===== config.mk =====
export PLATFORM = sky130hd
export DESIGN_NAME = vga_capture
export DESIGN_NICKNAME = d
export VERILOG_FILES = /design/src/rtl/vga_capture.sv
export SDC_FILE = /design/constraint.sdc
export NUM_CORES = 1
export LEC_CHECK = 0
export CAP_MARGIN = 25
export CORE_MARGIN = 2
export CORE_UTILIZATION = 50
export CTS_BUF_LIST = sky130_fd_sc_hd__clkbuf_2 sky130_fd_sc_hd__clkbuf_4 sky130_fd_sc_hd__clkbuf_8
export CTS_CLUSTER_DIAMETER = 30
export DETAILED_ROUTE_END_ITERATION = 10
export PLACE_DENSITY_LB_ADDON = 0.08
export SYNTH_ARGS = -nofsm -noshare
export SYNTH_HDL_FRONTEND = slang
export SYNTH_SLANG_ARGS = --single-unit

===== constraint.sdc =====
create_clock -name Clock -period 2.38 [get_ports Clock]
set_input_delay 0.357 -clock Clock [delete_from_list [all_inputs] [get_ports Clock]]
set_output_delay 0.357 -clock Clock [all_outputs]
set_load 0.1 [all_outputs]

===== src/rtl/vga_capture.sv =====
// vga_capture: receive-side raster checker for the VGA display path.
// Samples HSync/VSync/RGB in the system clock domain. It recovers pixel
// coordinates, measures line length and frame height, and locks onto a stable
// raster after LOCK_FRAMES consecutive matching frames.
//
// Ports:
//   Clock, Reset_n        system clock, synchronous active-low reset
//   HSync, VSync          active-high sync pulses
//   R, G, B               4-bit colour inputs
//   PixValid              high for each visible pixel while Locked
//   PixX, PixY            coordinates of the current pixel
//   PixData               {R,G,B} of the current pixel
//   FrameStart            one-clock pulse on each VSync fall while Locked
//   LineLen, FrameLines   last measured line length / lines per frame
//   Locked, SyncErr       lock status, one-clock pulse on loss of lock
//   FrameCrc              CRC-16-CCITT of the visible frame (optional)
//
// Optional feature: define VGA_CAPTURE_CRC_EN to add the FrameCrc port and
// its CRC accumulator.

module vga_capture #(
  parameter int H_ACTIVE    = 640,
  parameter int H_BACK      = 48,
  parameter int V_ACTIVE    = 480,
  parameter int V_BACK      = 32,
  parameter int LOCK_FRAMES = 2,
  parameter int TIMEOUT     = 4095
) (
  input  logic        Clock,
  input  logic        Reset_n,
  input  logic        HSync,
  input  logic        VSync,
  input  logic [3:0]  R,
  input  logic [3:0]  G,
  input  logic [3:0]  B,
  output logic        PixValid,
  output logic [9:0]  PixX,
  output logic [9:0]  PixY,
  output logic [11:0] PixData,
  output logic        FrameStart,
  output logic [11:0] LineLen,
  output logic [9:0]  FrameLines,
  output logic        Locked,
  output logic        SyncErr
`ifdef VGA_CAPTURE_CRC_EN
  ,
  output logic [15:0] FrameCrc
`endif
);

  localparam logic [11:0] H_START    = 12'(H_BACK);
  localparam logic [11:0] H_END      = 12'(H_BACK + H_ACTIVE);
  localparam logic [9:0]  V_START    = 10'(V_BACK);
  localparam logic [9:0]  V_END      = 10'(V_BACK + V_ACTIVE);
  localparam logic [11:0] TIMEOUT_C  = 12'(TIMEOUT);
  localparam logic [7:0]  MATCH_LAST = 8'(LOCK_FRAMES - 1);

  typedef enum logic [1:0] {SEARCH, MEASURE, VERIFY, LOCKED} state_t;

  state_t      state, state_next;
  logic        hsync_s1, hsync_s2, vsync_s1, vsync_s2;
  logic [11:0] rgb_s1;
  logic        h_fall, v_fall;
  logic [11:0] h_cnt, line_meas, ref_line, h_off;
  logic [9:0]  v_cnt, ref_lines, v_off;
  logic [7:0]  match_cnt;
  logic        line_seen;
  logic        line_bad, frame_bad, lock_err, in_window;
  logic        pix_valid_next, frame_start_next, sync_err_next;

  // Input stage: one register for everything, a second for the syncs so a
  // falling edge is seen as s2=1, s1=0.
  always_ff @(posedge Clock) begin
    if (!Reset_n) begin
      hsync_s1 <= 1'b0;
      hsync_s2 <= 1'b0;
      vsync_s1 <= 1'b0;
      vsync_s2 <= 1'b0;
      rgb_s1   <= '0;
    end else begin
      hsync_s1 <= HSync;
      hsync_s2 <= hsync_s1;
      vsync_s1 <= VSync;
      vsync_s2 <= vsync_s1;
      rgb_s1   <= {R, G, B};
    end
  end

  always_comb begin
    h_fall    = hsync_s2 & ~hsync_s1;
    v_fall    = vsync_s2 & ~vsync_s1;
    line_meas = (h_cnt == 12'hFFF) ? 12'hFFF : h_cnt + 12'd1;
    // Line check comes first; a coincident frame check is OR-ed into the
    // same error so both mismatches yield a single SyncErr.
    line_bad  = h_fall && (line_meas != ref_line);
    frame_bad = v_fall && (v_cnt != ref_lines);
    lock_err  = line_bad || frame_bad || (h_cnt >= TIMEOUT_C);
    h_off     = h_cnt - H_START;
    v_off     = v_cnt - V_START;
    in_window = (h_cnt >= H_START) && (h_cnt < H_END) &&
                (v_cnt >= V_START) && (v_cnt < V_END);
  end

  // Raster counters and the measured geometry. VSync clear beats the
  // HSync increment, so FrameLines takes the pre-clear count.
  always_ff @(posedge Clock) begin
    if (!Reset_n) begin
      h_cnt      <= '0;
      v_cnt      <= '0;
      LineLen    <= '0;
      FrameLines <= '0;
    end else begin
      if (h_fall) begin
        h_cnt   <= '0;
        LineLen <= line_meas;
      end else if (h_cnt != 12'hFFF) begin
        h_cnt <= h_cnt + 12'd1;
      end
      if (v_fall) begin
        v_cnt      <= '0;
        FrameLines <= v_cnt;
      end else if (h_fall && (v_cnt != 10'h3FF)) begin
        v_cnt <= v_cnt + 10'd1;
      end
    end
  end

  always_ff @(posedge Clock) begin
    if (!Reset_n) state <= SEARCH;
    else          state <= state_next;
  end

  always_comb begin
    state_next = state;
    case (state)
      SEARCH:  if (v_fall) state_next = MEASURE;
      MEASURE: if (v_fall) state_next = VERIFY;
      VERIFY: begin
        if (line_bad || frame_bad)                      state_next = SEARCH;
        else if (v_fall && (match_cnt == MATCH_LAST))  state_next = LOCKED;
      end
      LOCKED:  if (lock_err) state_next = SEARCH;
      default: state_next = SEARCH;
    endcase
  end

  always_comb begin
    Locked           = (state == LOCKED);
    pix_valid_next   = in_window && Locked;
    sync_err_next    = Locked && lock_err;
    frame_start_next = Locked && v_fall && !lock_err;
  end

  // Reference geometry captured while measuring, and the match counter.
  always_ff @(posedge Clock) begin
    if (!Reset_n) begin
      ref_line  <= '0;
      ref_lines <= '0;
      match_cnt <= '0;
      line_seen <= 1'b0;
    end else begin
      case (state)
        SEARCH: line_seen <= 1'b0;
        MEASURE: begin
          if (h_fall && !line_seen) begin
            ref_line  <= line_meas;
            line_seen <= 1'b1;
          end
          if (v_fall) begin
            ref_lines <= v_cnt;
            match_cnt <= '0;
          end
        end
        VERIFY: begin
          if (v_fall && !line_bad && !frame_bad) match_cnt <= match_cnt + 8'd1;
        end
        default: ;
      endcase
    end
  end

  // Registered pixel outputs; coordinates and data hold between pixels.
  always_ff @(posedge Clock) begin
    if (!Reset_n) begin
      PixValid   <= 1'b0;
      PixX       <= '0;
      PixY       <= '0;
      PixData    <= '0;
      FrameStart <= 1'b0;
      SyncErr    <= 1'b0;
    end else begin
      PixValid   <= pix_valid_next;
      FrameStart <= frame_start_next;
      SyncErr    <= sync_err_next;
      if (pix_valid_next) begin
        PixX    <= h_off[9:0];
        PixY    <= v_off;
        PixData <= rgb_s1;
      end
    end
  end

`ifdef VGA_CAPTURE_CRC_EN
  logic [15:0] crc_acc;

  function automatic logic [15:0] crc12(input logic [15:0] crc_in,
                                        input logic [11:0] data);
    logic [15:0] c;
    c = crc_in;
    for (int i = 11; i >= 0; i--) begin
      if (c[15] ^ data[i]) c = {c[14:0], 1'b0} ^ 16'h1021;
      else                 c = {c[14:0], 1'b0};
    end
    return c;
  endfunction

  // Accumulator idles at the init value whenever unlocked so the first
  // latched CRC after lock covers exactly one whole frame.
  always_ff @(posedge Clock) begin
    if (!Reset_n) begin
      crc_acc  <= 16'hFFFF;
      FrameCrc <= '0;
    end else begin
      if (v_fall && Locked) FrameCrc <= crc_acc;
      if (v_fall || !Locked) crc_acc <= 16'hFFFF;
      else if (PixValid)     crc_acc <= crc12(crc_acc, PixData);
    end
  end
`endif

endmodule


* Yosys cells after proc, flatten, opt, wreduce, memory -nomap -nowiden *
Index checks and enable logic that the tools add are counted.

word-level totals
  bits in read-only memories = 0
  input port bits = 16
  bits in latches = 0
  memories kept = 0
  logic and storage cells = 92
  bits in registers = 128
  memory bits (writable) = 0
  output and inout bits = 58

operators by class
  multiplexer cells = 12
  reduce and logical (&&, ||, !) cells = 30
  magnitude comparators = 5
  add/subtract/negate cells = 5
  shift-type cells = 0
  bitwise logic cells = 5
  $mul = 0
  eq/ne operators = 15
  divide/modulo/power cells = 0

operators with widths
  kind                                                                number
  subtractor 10 x 6 -> 10 bit, second input constant                  2
  two-way mux 8 bit                                                   2
  case mux 8 bit (2 select lines)                                     1
  logical AND 1 bit                                                   14
  adder 12 x 1 -> 12 bit, second input constant                       1
  == test 12 bit, second input constant                               1
  greater-or-equal comparator 12 bit, second input constant           1
  greater-or-equal comparator 12 x 6 -> 1 bit, second input constant  1
  less-than comparator 12 x 10 -> 1 bit, second input constant        1
  two-way mux 12 bit                                                  1
  inequality test 12 bit                                              1
  inequality test 12 bit, second input constant                       1
  adder 10 x 1 -> 10 bit, second input constant                       1
  greater-or-equal comparator 10 x 6 -> 1 bit, second input constant  1
  less-than comparator 10 bit, second input constant                  1
  two-way mux 2 bit                                                   5
  inequality test 10 bit                                              1
  inequality test 10 bit, second input constant                       1
  adder 8 x 1 -> 8 bit, second input constant                         1
  == test 8 x 1 -> 1 bit, second input constant                       1
  inequality test 2 bit, second input constant                        4
  case mux 2 bit (4 select lines)                                     1
  AND reduction 2 bit                                                 3
  == test 2 bit, second input constant                                2
  other kinds (14)                                                    23

* Longest topological paths before layout *
Gate-level depths: netlist (run 1).

  word-level depth = 9
  depth in mapped cells = 11
  depth with buffers taken out = 10

* Least setup slack after synthesis (run 1) *
No wires, ideal clock.

  path kind = register to register
  start = reg h_cnt[0]
  end = reg match_cnt[2]
  cell stages (with the launch flop) = 11
  clock period less this slack = 2.627 ns
  setup time = 0.122 ns
  required time = 2.258 ns
  path slack = -0.247 ns
  arrival time = 2.505 ns
  path buffers = 1
  path through = dfxtp_1 ha_1 nand4_2 nor3_2 buf_2 nor2_1 xor2_1 nand4_2 o21ai_4 a211oi_4 a221o_1

on the way
  word-level cells in the longest chain between the ends = 9
  elaborated cells on any way between the ends = 10
  those cells by class = 1 x add/sub; 3 x eq/ne; 1 x mux; 5 x reduce/logical

ends and longest elaborated chain
  element                                                   line  source
  from (decl)                                               64    logic [11:0] h_cnt, line_meas, ref_line, h_off;
  from (signal assigned)                                    117   h_cnt <= h_cnt + 12'd1;
  adder 12 x 1 -> 12 bit or == test 12 bit (tied branches)  92    line_meas = (h_cnt == 12'hFFF) ? 12'hFFF : h_cnt + 12'd1;
  two-way mux 12 bit *                                      92
  inequality test 12 bit *                                  95    line_bad = h_fall && (line_meas != ref_line);
  logical AND 1 bit *                                       95
  zero test 1 bit *                                         175   if (v_fall && !line_bad && !frame_bad) match_cnt <= match_cnt + 8'd1;
  logical AND 1 bit * (2 in a row)                          175
  inequality test 2 bit (no source line) *                  -
  AND reduction 3 bit (no source line) *                    -
  to (signal assigned)                                      175
  to (decl)                                                 66    logic [7:0] match_cnt;

Mark *: on every way between the ends. The rest lies on a longest branch, timed or not.
A chain may end at the register's enable or synchronous reset.

* Final worst setup path (run 1) *
  start = reg h_cnt[0]
  end = reg match_cnt[6]

The elaborated chain is that of the path after synthesis.

==> results of run 1 <==
[worst max-delay path, cell delays in order, from the launching register on]
cell and delay (ns):
dfxtp_4 0.37, nand4_1 0.16, buf_4 0.20, nor4_4 0.24
mux2_4 0.34, a2111oi_4 0.19, nand4_2 0.18, o21ai_4 0.21
a211oi_4 0.12, a221o_1 0.38
[worst max path at each step]
stage               startpoint           end  slack, ns  depth (start not counted)
floorplan             h_cnt[2]  match_cnt[2]      -0.05                          9
global placement      h_cnt[5]  match_cnt[7]      -0.16                          9
detailed placement    h_cnt[5]  match_cnt[2]      -0.25                          9
CTS                   h_cnt[1]  match_cnt[2]       -0.1                          9
global route          h_cnt[0]  match_cnt[6]      -0.26                          9
finish                h_cnt[0]  match_cnt[6]      -0.14                          9
[placed cells by master, fill, tap and decap left out, types with 15 or more instances in the layout]
master	count
a21oi_1	55
dfxtp_1	119
mux2i_1	22
nor2_1	103
clkbuf_8	21
xnor2_1	24
clkdlybuf4s50_1	15
and2_1	18
buf_4	136
nand2_1	83
[cells by family after synthesis]
logic type      count (synthesis)  share of synthesized area, %
simple gates                  298                          25.4
flops                         128                          45.1
compound gates                105                          12.7
buf+inv                        60                          4.71
xor+xnor                       36                          5.55
mux                            26                          4.63
fa+ha+maj                       9                          1.98
[per-stage QoR]
stage / total power [mW] / cell area [sq um]
2_1_floorplan: 2.39 / 5740
3_5_place_dp: 2.48 / 6850
4_1_cts: 4.56 / 7380
5_1_grt: 4.69 / 7510
3_3_place_gp: 2.47 / 6850
6_report: 4.54 / 7510
[cell type report]
class / count / area, sq um / share of cell area [%]
Clock buffer: 22 / 297 / 3.95
Clock inverter: 10 / 156 / 2.08
Inverter: 11 / 43.8 / 0.583
Multi-Input combinational cell: 474 / 2990 / 39.9
Sequential cell: 128 / 2580 / 34.4
Tap cell: 140 / 175 / 2.33
Timing Repair Buffer: 157 / 1260 / 16.8
[metal layers]
layer | global-route usage [%] | up-vias
li1 | - | 2497
met1 | 28.0 | 2381
met2 | 40.7 | 114
met3 | 5.60 | 27
met4 | 8.50 | 0
met5 | 0 | -
[flip-flops by register name (all words and copies together), names as in the netlist, 12 cells and up]
register and flops:
ref_line 12, rgb_s1 12, LineLen 12, PixData 12, h_cnt 12
[report_power, final]
group	total, mW	internal (mW)	switching, mW	leakage [nW]
Combinational	0.261	0.108	0.153	1.97
Sequential	2.18	2.17	0.0176	1.04
Clock	2.09	1.26	0.832	0.232
[timing repair]
item,in CTS,in global routing
cloned,0,1
endpoints found under the setup margin,10,17
setup buffers,5,4
pin swaps,12,14
resized for setup,12,23
==> metrics.md, run 1 <==
| Metric | Value |
|---|---|
| Initial Util | 51.7% |
| Share of the synthesized area in the top cell type | 45.1% |
| Synth top cells by count | dfxtp_1 (128), nor2_1 (103), nand2_1 (83), a21oi_1 (55), clkbuf_1 (35) |
| Top Metal Used | met4 |
| Pre-CTS setup slack | -0.251 ns |
| Setup CP Type | reg2reg |
| Reg2Reg Launch Point | h_cnt[0] |
| Vias per cell | 5.33 |
| Post-Syn Nets | 687 |
| Hold EP | FrameLines[0] |
| Synth cell types | 66 |
| Via count | 5019 |
| R2R Setup Slk | -0.14 ns |
| Worst min-delay path category | reg2reg |
| Cells after Synth | 662 |
| Final worst-path cycle share | 106% |
| DR WL met2 | 7170 um |
| Worst skew pair latency | 0.44 ns |
| Worst EP required | 2.70 ns |
| Critical Path Start Type | flip-flop |
| Post-route ant nets | 0 |
| Global route overflow | 0 |
| Max cap viols | 0 |
| H-tree depth reported by CTS | 4 |
| Pwr Density | 604 nW/um^2 |
| Fmax | 397 MHz |
| Nets | 814 |
| Asr flop ratio synth | 0% |
| WL final | 14300 um |
| Port bufs | 73 |
| First-pass GRT wire length | 23300 um |
| Top post-synthesis cells by area | dfxtp_1 (45%), nor2_1 (6.8%), nand2_1 (5.5%), a21oi_1 (4.8%), mux2i_1 (4.2%) |
| Vias in the first global route | 4877 |
| Row Count | 38 |
| Post-Layout Cell Count | 942 |
| DR WL met3 | 559 um |
| Reg2Reg Capture Point | match_cnt[6] |
| WHS | 0.456 ns |
| FILL cells | 901 |
| EDFF count, synth | 0 |
| Pleak | 3.24 nW |
| Final hold vios | 0 |
| Failing checks | negative setup slack |
| R2R cell count | 9 |
| Maximum clock path buffer count | 2 |
| Hold-fix buffers, CTS | 0 |
| Hold depth | 2 |
| CTS Sinks | 128 |
| 1st-iter DRT viols | 351 |
| Top-count cell post-synth | dfxtp_1 |
| DR DRC count | 0 |
| Pre-antenna DRT Iters | 5 |
| Measured slew at the worst slew-check pin | 0.633 ns |
| Crit end category | flip-flop |
| CTS tree | built |
| Reg clk slew, reported paths | 0.07 ns |
| Worst Setup Slack, final | -0.138 ns |
| DPL Wire Length | 9910 um |
| Root Buffer | clkbuf_8 |
| Peak VDD IR | 0.000522 V |
| Mean area per synthesized cell | 8.58 sq um |
| Final core occ | 68.4% |
| CP max FO | 7 |
| Antenna Cells | 0 |
| #FFs+latches synth | 128 |
| Setup Skew | 0.00706 ns |
| Routed metal-1 wirelength | 6240 um |
| Core area | 11000 sq um |
| Crit path DAT | 2.84 ns |
| Die Ht | 111 um |
| Relative slew slack | 57.8% |
| Mapped Area | 5680 sq um |
| Final Setup Violations | 7 |
| WL per Instance | 15.1 um |
| DIE AREA | 12200 sq um |
| RSZ-0062 raised after global routing | true |
| Dpl cells | 900 |
| Layout cells sized above 1 | 28.2% |
| Largest net degree at the start of global routing | 61 |
| Hold_sp | FrameLines[0] |
| I/O pin count | 74 |
| Routability cong. | 0.889 |
| Initial antenna violation count | 0 |
| Area grow syn2layout | 32.2% |
| Final Max Slew Viols | 0 |
| Tmin final | 2.52 ns |
| Ys Warns | 0 |
| DIE WIDTH | 111 um |
| Sequential area share after synthesis | 45.1% |
| Total track usage | 23.3% |
| Synth Flop Type | dfxtp_1 |
| Status | complete, but fails checks |
| Total CTS buffers | 17 |
| Total negative setup slack | -0.709 ns |
| Synth area leader | dfxtp_1 |
(Power assumes the default switching activity.)
==> run 2, diff against run 1 <==
- ABC_AREA: default -> 1
- DONT_BUFFER_PORTS: default -> 1
- SKIP_LAST_GASP: default -> 1
==> metrics.md, run 2 <==
| Metric | Value |
|---|---|
| Vias in the first global route | 4869 |
| Maximum clock path buffer count | 2 |
| CTS Sinks | 128 |
| #FFs+latches synth | 128 |
| Area grow syn2layout | 26.2% |
| DR DRC count | 0 |
| R2R Setup Slk | 0.1 ns |
| Final Power | 4.21 mW |
| Pre-antenna DRT Iters | 4 |
| Post-synthesis mux area share | 0% |
| Peak VDD IR | 0.000523 V |
| Slowest-stage cell, CP | dfxtp_4 |
| Row Count | 38 |
| DIE WIDTH | 109 um |
| DIE AREA | 11900 sq um |
| Total track usage | 24.5% |
| Measured slew at the worst slew-check pin | 0.935 ns |
| Share of the synthesized area in the top cell type | 46.6% |
| Mapped Area | 5500 sq um |
| Pwr Density | 606 nW/um^2 |
| FILL cells | 961 |
| 1st-iter DRT viols | 246 |
| Crit path max-delay family | simple AND/OR/NAND/NOR gates |
| Mean area per synthesized cell | 7.50 sq um |
| R2R cell count | 18 |
| Synth Area in Adders | 2.05% |
| Pleak | 3.09 nW |
| Total negative setup slack | 0 ns |
| Nets | 862 |
| Stages on the worst setup path | 18 |
| H-tree depth reported by CTS | 4 |
| Reg clk slew, reported paths | 0.07 ns |
| Most frequent cells in the layout | dfxtp_1 (119), nand2_1 (114), inv_1 (101) |
| WL final | 13900 um |
| Setup Skew | 0.0109 ns |
| Simple-gate share of the synthesized area | 24.9% |
| Synth cell types | 36 |
| Root Buffer | clkbuf_8 |
| Final Max Slew Viols | 0 |
| Relative slew slack | 37.5% |
| Worst EP required | 2.76 ns |
| Critical Path Start Type | flip-flop |
| Fmax | 438 MHz |
| Top post-synthesis cells by area | dfxtp_1 (47%), nand2_1 (8.0%), o21ai_0 (7.6%), inv_1 (6.9%), nor2_1 (5.5%) |
| Hold depth | 2 |
| Final hold vios | 0 |
| Asr flop ratio synth | 0% |
| Cells after Synth | 734 |
| Post-Layout Cell Count | 989 |
| Commonest non-fill, non-tap cell in the layout | dfxtp_1 |
| Crit end category | flip-flop |
| Layout cells sized above 1 | 19.4% |
| RSZ-0062 raised after global routing | true |
| First-pass GRT wire length | 22500 um |
| CTS tree | built |
| Reg2Reg Launch Point | h_cnt[5] |
| Max cap viols | 0 |
| Worst min-delay path category | in2reg |
| Crit path buf inv count | 1 |
| Global route overflow | 0 |
| Hold_sp | Reset_n |
| Total CTS buffers | 17 |
| Reg2Reg Capture Point | match_cnt[5] |
| Critical-path cell list | ha_4 > nand2_2 > nor2_4 > nand3_4 > buf_6 > nand4_1 > nand2_1 > nor2_1 > nand2_1 > nor2_1 > nand2_1 > nand2_2 > nand3_4 > nand2_8 > nand2_8 > nand2_1 > nand2_1 > nor2_1 |
| Largest net degree at the start of global routing | 87 |
| EDFF count, synth | 0 |
| Post-route ant nets | 0 |
| Status | complete, no violations |
| Top-count cell post-synth | dfxtp_1 |
| Synth Flop Type | dfxtp_1 |
| WHS | 0.0562 ns |
| Initial antenna violation count | 0 |
| Pre-CTS setup slack | -0.0444 ns |
| CP max FO | 8 |
| Setup CP Type | reg2reg |
| Crit path DAT | 2.66 ns |
| Synth top cells by count | dfxtp_1 (128), nand2_1 (117), inv_1 (101), o21ai_0 (83), nor2_1 (81) |
| Hold EP | PixY[4] |
| Most used cell, CP | nand2_1 |
| Initial Util | 51.0% |
| Via count | 5081 |
| Vias per cell | 5.14 |
| Antenna Cells | 0 |
| Synth area leader | dfxtp_1 |
| Final Setup Violations | 0 |
| Tmin final | 2.28 ns |
| Post-route design area | 6940 sq um |
| Delay of the slowest critical-path stage | 0.36 ns |
| Placement Cell Area | 6140 sq um |
| Port bufs | 0 |
| I/O pin count | 74 |
| WL per Instance | 14.1 um |
| Worst Setup Slack, final | 0.0963 ns |
| Xor and xnor fraction of the mapped netlist area | 2.23% |
| Final core occ | 64.3% |
| Core area | 10800 sq um |
| Ys Warns | 0 |
| Die Ht | 109 um |
| Post-synthesis compound-gate area fraction | 14.6% |
| Sequential area share after synthesis | 46.6% |
| Routability cong. | 0.901 |
| Crit. Startpoint | h_cnt[5] |
| Final worst-path cycle share | 96.0% |
| Combinational family with the most area after synthesis | simple AND/OR/NAND/NOR gates |
| DPL Wire Length | 9210 um |
| Post-Syn Nets | 759 |
| Worst skew pair latency | 0.44 ns |
| Dpl cells | 925 |
[run 2: cell count changes in the layout (fill, tap and decap cells not counted), moves of 14 or more]
cell             previous run  this run
xnor2_1                    24        10
nor2_1                    103        77
dlygate4sd3_1               0        20
nand3_1                    12        46
and2_1                     18         0
o21ai_0                     5        83
buf_4                     136        89
nand2_1                    83       114
mux2i_1                    22         0
inv_1                       8       101
clkdlybuf4s50_1            15         0
[run 2: worst max path at each step]
stage / end / slack, ns
after floorplan: match_cnt[5] / 0.29
after global placement: match_cnt[3] / 0.09
after detailed placement: match_cnt[5] / -0.04
after CTS: match_cnt[5] / 0.009
after global routing: match_cnt[5] / -0.06
final: match_cnt[5] / 0.1
[run 2: what timing repair did]
item / in CTS / in global routing
hold endpoints to repair: 15 / 0
setup endpoints to repair: 8 / 10
pin swaps: 1 / 10
gates cloned: 1 / 2
gates resized for setup: 0 / 31
hold buffers: 20 / 0
buffers inserted: 0 / 10
[run 2: metal layers]
layer	global-route usage, %	part of all wire [%]	up-vias
met5	0	0	-
met4	9.34	1.8	0
met2	41.7	49	114
li1	-	-	2594
met3	6.93	4.2	21
met1	29.1	45	2352
[run 2: kinds of logic (layout without fill, tap and decap cells)]
logic type	Yosys count	after routing
compound gates	152	152
xor+xnor	14	14
fa+ha+maj	9	9
buf+inv	134	246
flops	128	128
simple gates	297	300
[run 2: final cells by class]
class / count / area [sq um] / share of cell area [%]
Sequential cell: 128 / 2580 / 37.2
Tap cell: 140 / 175 / 2.52
Clock buffer: 24 / 299 / 4.31
Multi-Input combinational cell: 475 / 2510 / 36.2
Inverter: 104 / 390 / 5.62
Clock inverter: 7 / 85.1 / 1.23
Timing Repair Buffer: 111 / 900 / 13.0
[run 2: power breakdown]
group / switching (mW) / internal, mW
clock: 0.785 / 1.03
sequential: 0.0173 / 2.17
combinational: 0.125 / 0.0833
==> run 3, diff against run 2 <==
- ABC_AREA: 1 -> default
- CAP_MARGIN: 25 -> 20
==> metrics.md, run 3 (synthesis results as in run 1) <==
| Metric | Value |
|---|---|
| Maximum clock path buffer count | 2 |
| Relative slew slack | 55.5% |
| WHS | 0.0284 ns |
| Total track usage | 22.9% |
| Measured slew at the worst slew-check pin | 0.665 ns |
| DIE WIDTH | 111 um |
| CTS Sinks | 128 |
| Sequential power share | 53.1% |
| WL final | 14100 um |
| H-tree depth reported by CTS | 4 |
| Combinational Power Share | 5.4% |
| Placement Cell Area | 6640 sq um |
| Sw power | 1.04 mW |
| Critical Path Start Type | flip-flop |
| Largest net degree at the start of global routing | 47 |
| Crit end category | flip-flop |
| CTS tree | built |
| Area grow syn2layout | 26.0% |
| Layout cells sized above 1 | 26.5% |
| Worst skew pair latency | 0.45 ns |
| Switching share of power | 25.2% |
| Hold EP | vsync_s1 |
| Pint | 3.07 mW |
| 1st-iter DRT viols | 217 |
| Die Ht | 111 um |
| Seq. cell area | 2590 sq um |
| Post-route ant nets | 0 |
| Routability cong. | 0.927 |
| Worst EP required | 2.71 ns |
| Multi-input logic area | 2970 sq um |
| Tmin final | 2.61 ns |
| Reg clk slew, reported paths | 0.07 ns |
| Status | complete, but fails checks |
| Reg2Reg Launch Point | h_cnt[5] |
| Post-route design area | 7160 sq um |
| I/O pin count | 74 |
| FILL cells | 966 |
| Hold_sp | Reset_n |
| CP max FO | 7 |
| Final hold vios | 0 |
| Reg2Reg Capture Point | match_cnt[7] |
| Hold-fix buffers, CTS | 0 |
| Pleak | 3.08 nW |
| DR DRC count | 0 |
| Total CTS buffers | 17 |
| Final worst-path cycle share | 110% |
| Worst Setup Slack, final | -0.232 ns |
| Global route overflow | 0 |
| DIE AREA | 12200 sq um |
| DPL Wire Length | 10000 um |
| Core area | 11000 sq um |
| R2R cell count | 10 |
| WL per Instance | 15.4 um |
| Pwr Density | 574 nW/um^2 |
| Initial Util | 51.7% |
| R2R Setup Slk | -0.23 ns |
| Final Setup Violations | 11 |
| Row Count | 38 |
| RSZ-0062 raised after global routing | true |
| Max cap viols | 0 |
| Root Buffer | clkbuf_8 |
| Nets | 790 |
| Final Power | 4.10 mW |
| Crit path DAT | 2.95 ns |
| Initial antenna violation count | 0 |
| Setup CP Type | reg2reg |
| First-pass GRT wire length | 22900 um |
| Port bufs | 0 |
| Most frequent cells in the layout | buf_4 (130), dfxtp_1 (121), nor2_1 (103) |
| Peak VDD IR | 0.000654 V |
| Final Max Slew Viols | 0 |
| Worst min-delay path category | in2reg |
| Vias in the first global route | 4689 |
| Fmax | 383 MHz |
| Vias per cell | 5.38 |
| Hold depth | 1 |
| Antenna Cells | 0 |
| Failing checks | negative setup slack |
| Via count | 4939 |
| Setup Skew | 0.00488 ns |
| Commonest non-fill, non-tap cell in the layout | buf_4 |
| Clock power frac | 41.5% |
| Pre-antenna DRT Iters | 5 |
==> run 3: cell count changes in the layout (fill, tap and decap cells not counted), moves of 12 or more <==
| cell | delta |
|---|---|
| buf_4 | +41 |
| and2_1 | +18 |
| inv_1 | -91 |
| dlygate4sd3_1 | -20 |
| and3_1 | +12 |
| nand2_1 | -31 |
| nand3_1 | -34 |
| xnor2_1 | +14 |
| mux2i_1 | +23 |
| o21ai_0 | -78 |
| nor2_1 | +26 |
==> run 3: per-stage QoR <==
| step | setup TNS (ns) | util (%) | cells | worst slack, ns |
|---|---|---|---|---|
| after floorplan | -0.272 | - | 662 | -0.0509 |
| after global placement | -1.24 | 60.5 | 878 | -0.182 |
| after detailed placement | -1.89 | 60.5 | 878 | -0.260 |
| after CTS | -1.30 | 64.3 | 913 | -0.188 |
| after global routing | -2.70 | 65.2 | 918 | -0.288 |
| final | -2.01 | 65.2 | 918 | -0.232 |
==> run 3: area by class of cell <==
class                   count  share of cell area [%]
multi-input cells         474                    41.6
clock inverters            14                    1.66
flip-flops and latches    128                    36.1
inverters                  11                   0.577
well taps                 140                    2.45
clock buffers              18                    3.37
repair buffers            133                    14.2
==> run 3: worst max-delay path by stage <==
stage | from | to | depth (start not counted)
finish | h_cnt[5] | match_cnt[7] | 10
detailed placement | h_cnt[5] | match_cnt[7] | 9
global placement | h_cnt[5] | match_cnt[7] | 9
floorplan | h_cnt[2] | match_cnt[2] | 9
CTS | h_cnt[5] | match_cnt[7] | 10
global route | h_cnt[2] | match_cnt[7] | 8
==> run 3: worst max-delay path, cell delays in order (launching register included) <==
cell	delay, ns
dfxtp_4	0.36
ha_4	0.18
and4_4	0.20
buf_6	0.12
nor4_4	0.31
mux2i_1	0.15
a221oi_2	0.21
o211ai_1	0.23
o21ai_4	0.27
a211oi_4	0.13
a221o_1	0.35
==> run 3: power groups by stage <==
stage / Combinational (mW) / Clock, mW / Sequential [mW]
3_5_place_dp: 0.215 / 0 / 2.23
4_1_cts: 0.218 / 1.74 / 2.18
6_report: 0.221 / 1.70 / 2.18
2_1_floorplan: 0.122 / 0 / 2.26
5_1_grt: 0.237 / 1.82 / 2.18
3_3_place_gp: 0.211 / 0 / 2.23
==> run 3: timing repair <==
item / CTS / global route
setup endpoints to repair: 10 / 11
setup buffers: 3 / 6
gates cloned: 0 / 0
gates resized for setup: 11 / 12
pin swaps: 12 / 8
hold endpoints to repair: 0 / 0
==> run 3: routing by layer <==
layer  global-route usage (%)  up-vias  share of wire, %  wire length (um)
li1                         -     2458                 -                 -
met1                     27.0     2353                43              6120
met2                     38.8       98                50              7060
met3                     6.86       30               4.2               596
met4                     9.75        0               2.4               333
met5                        0        -                 0                 0
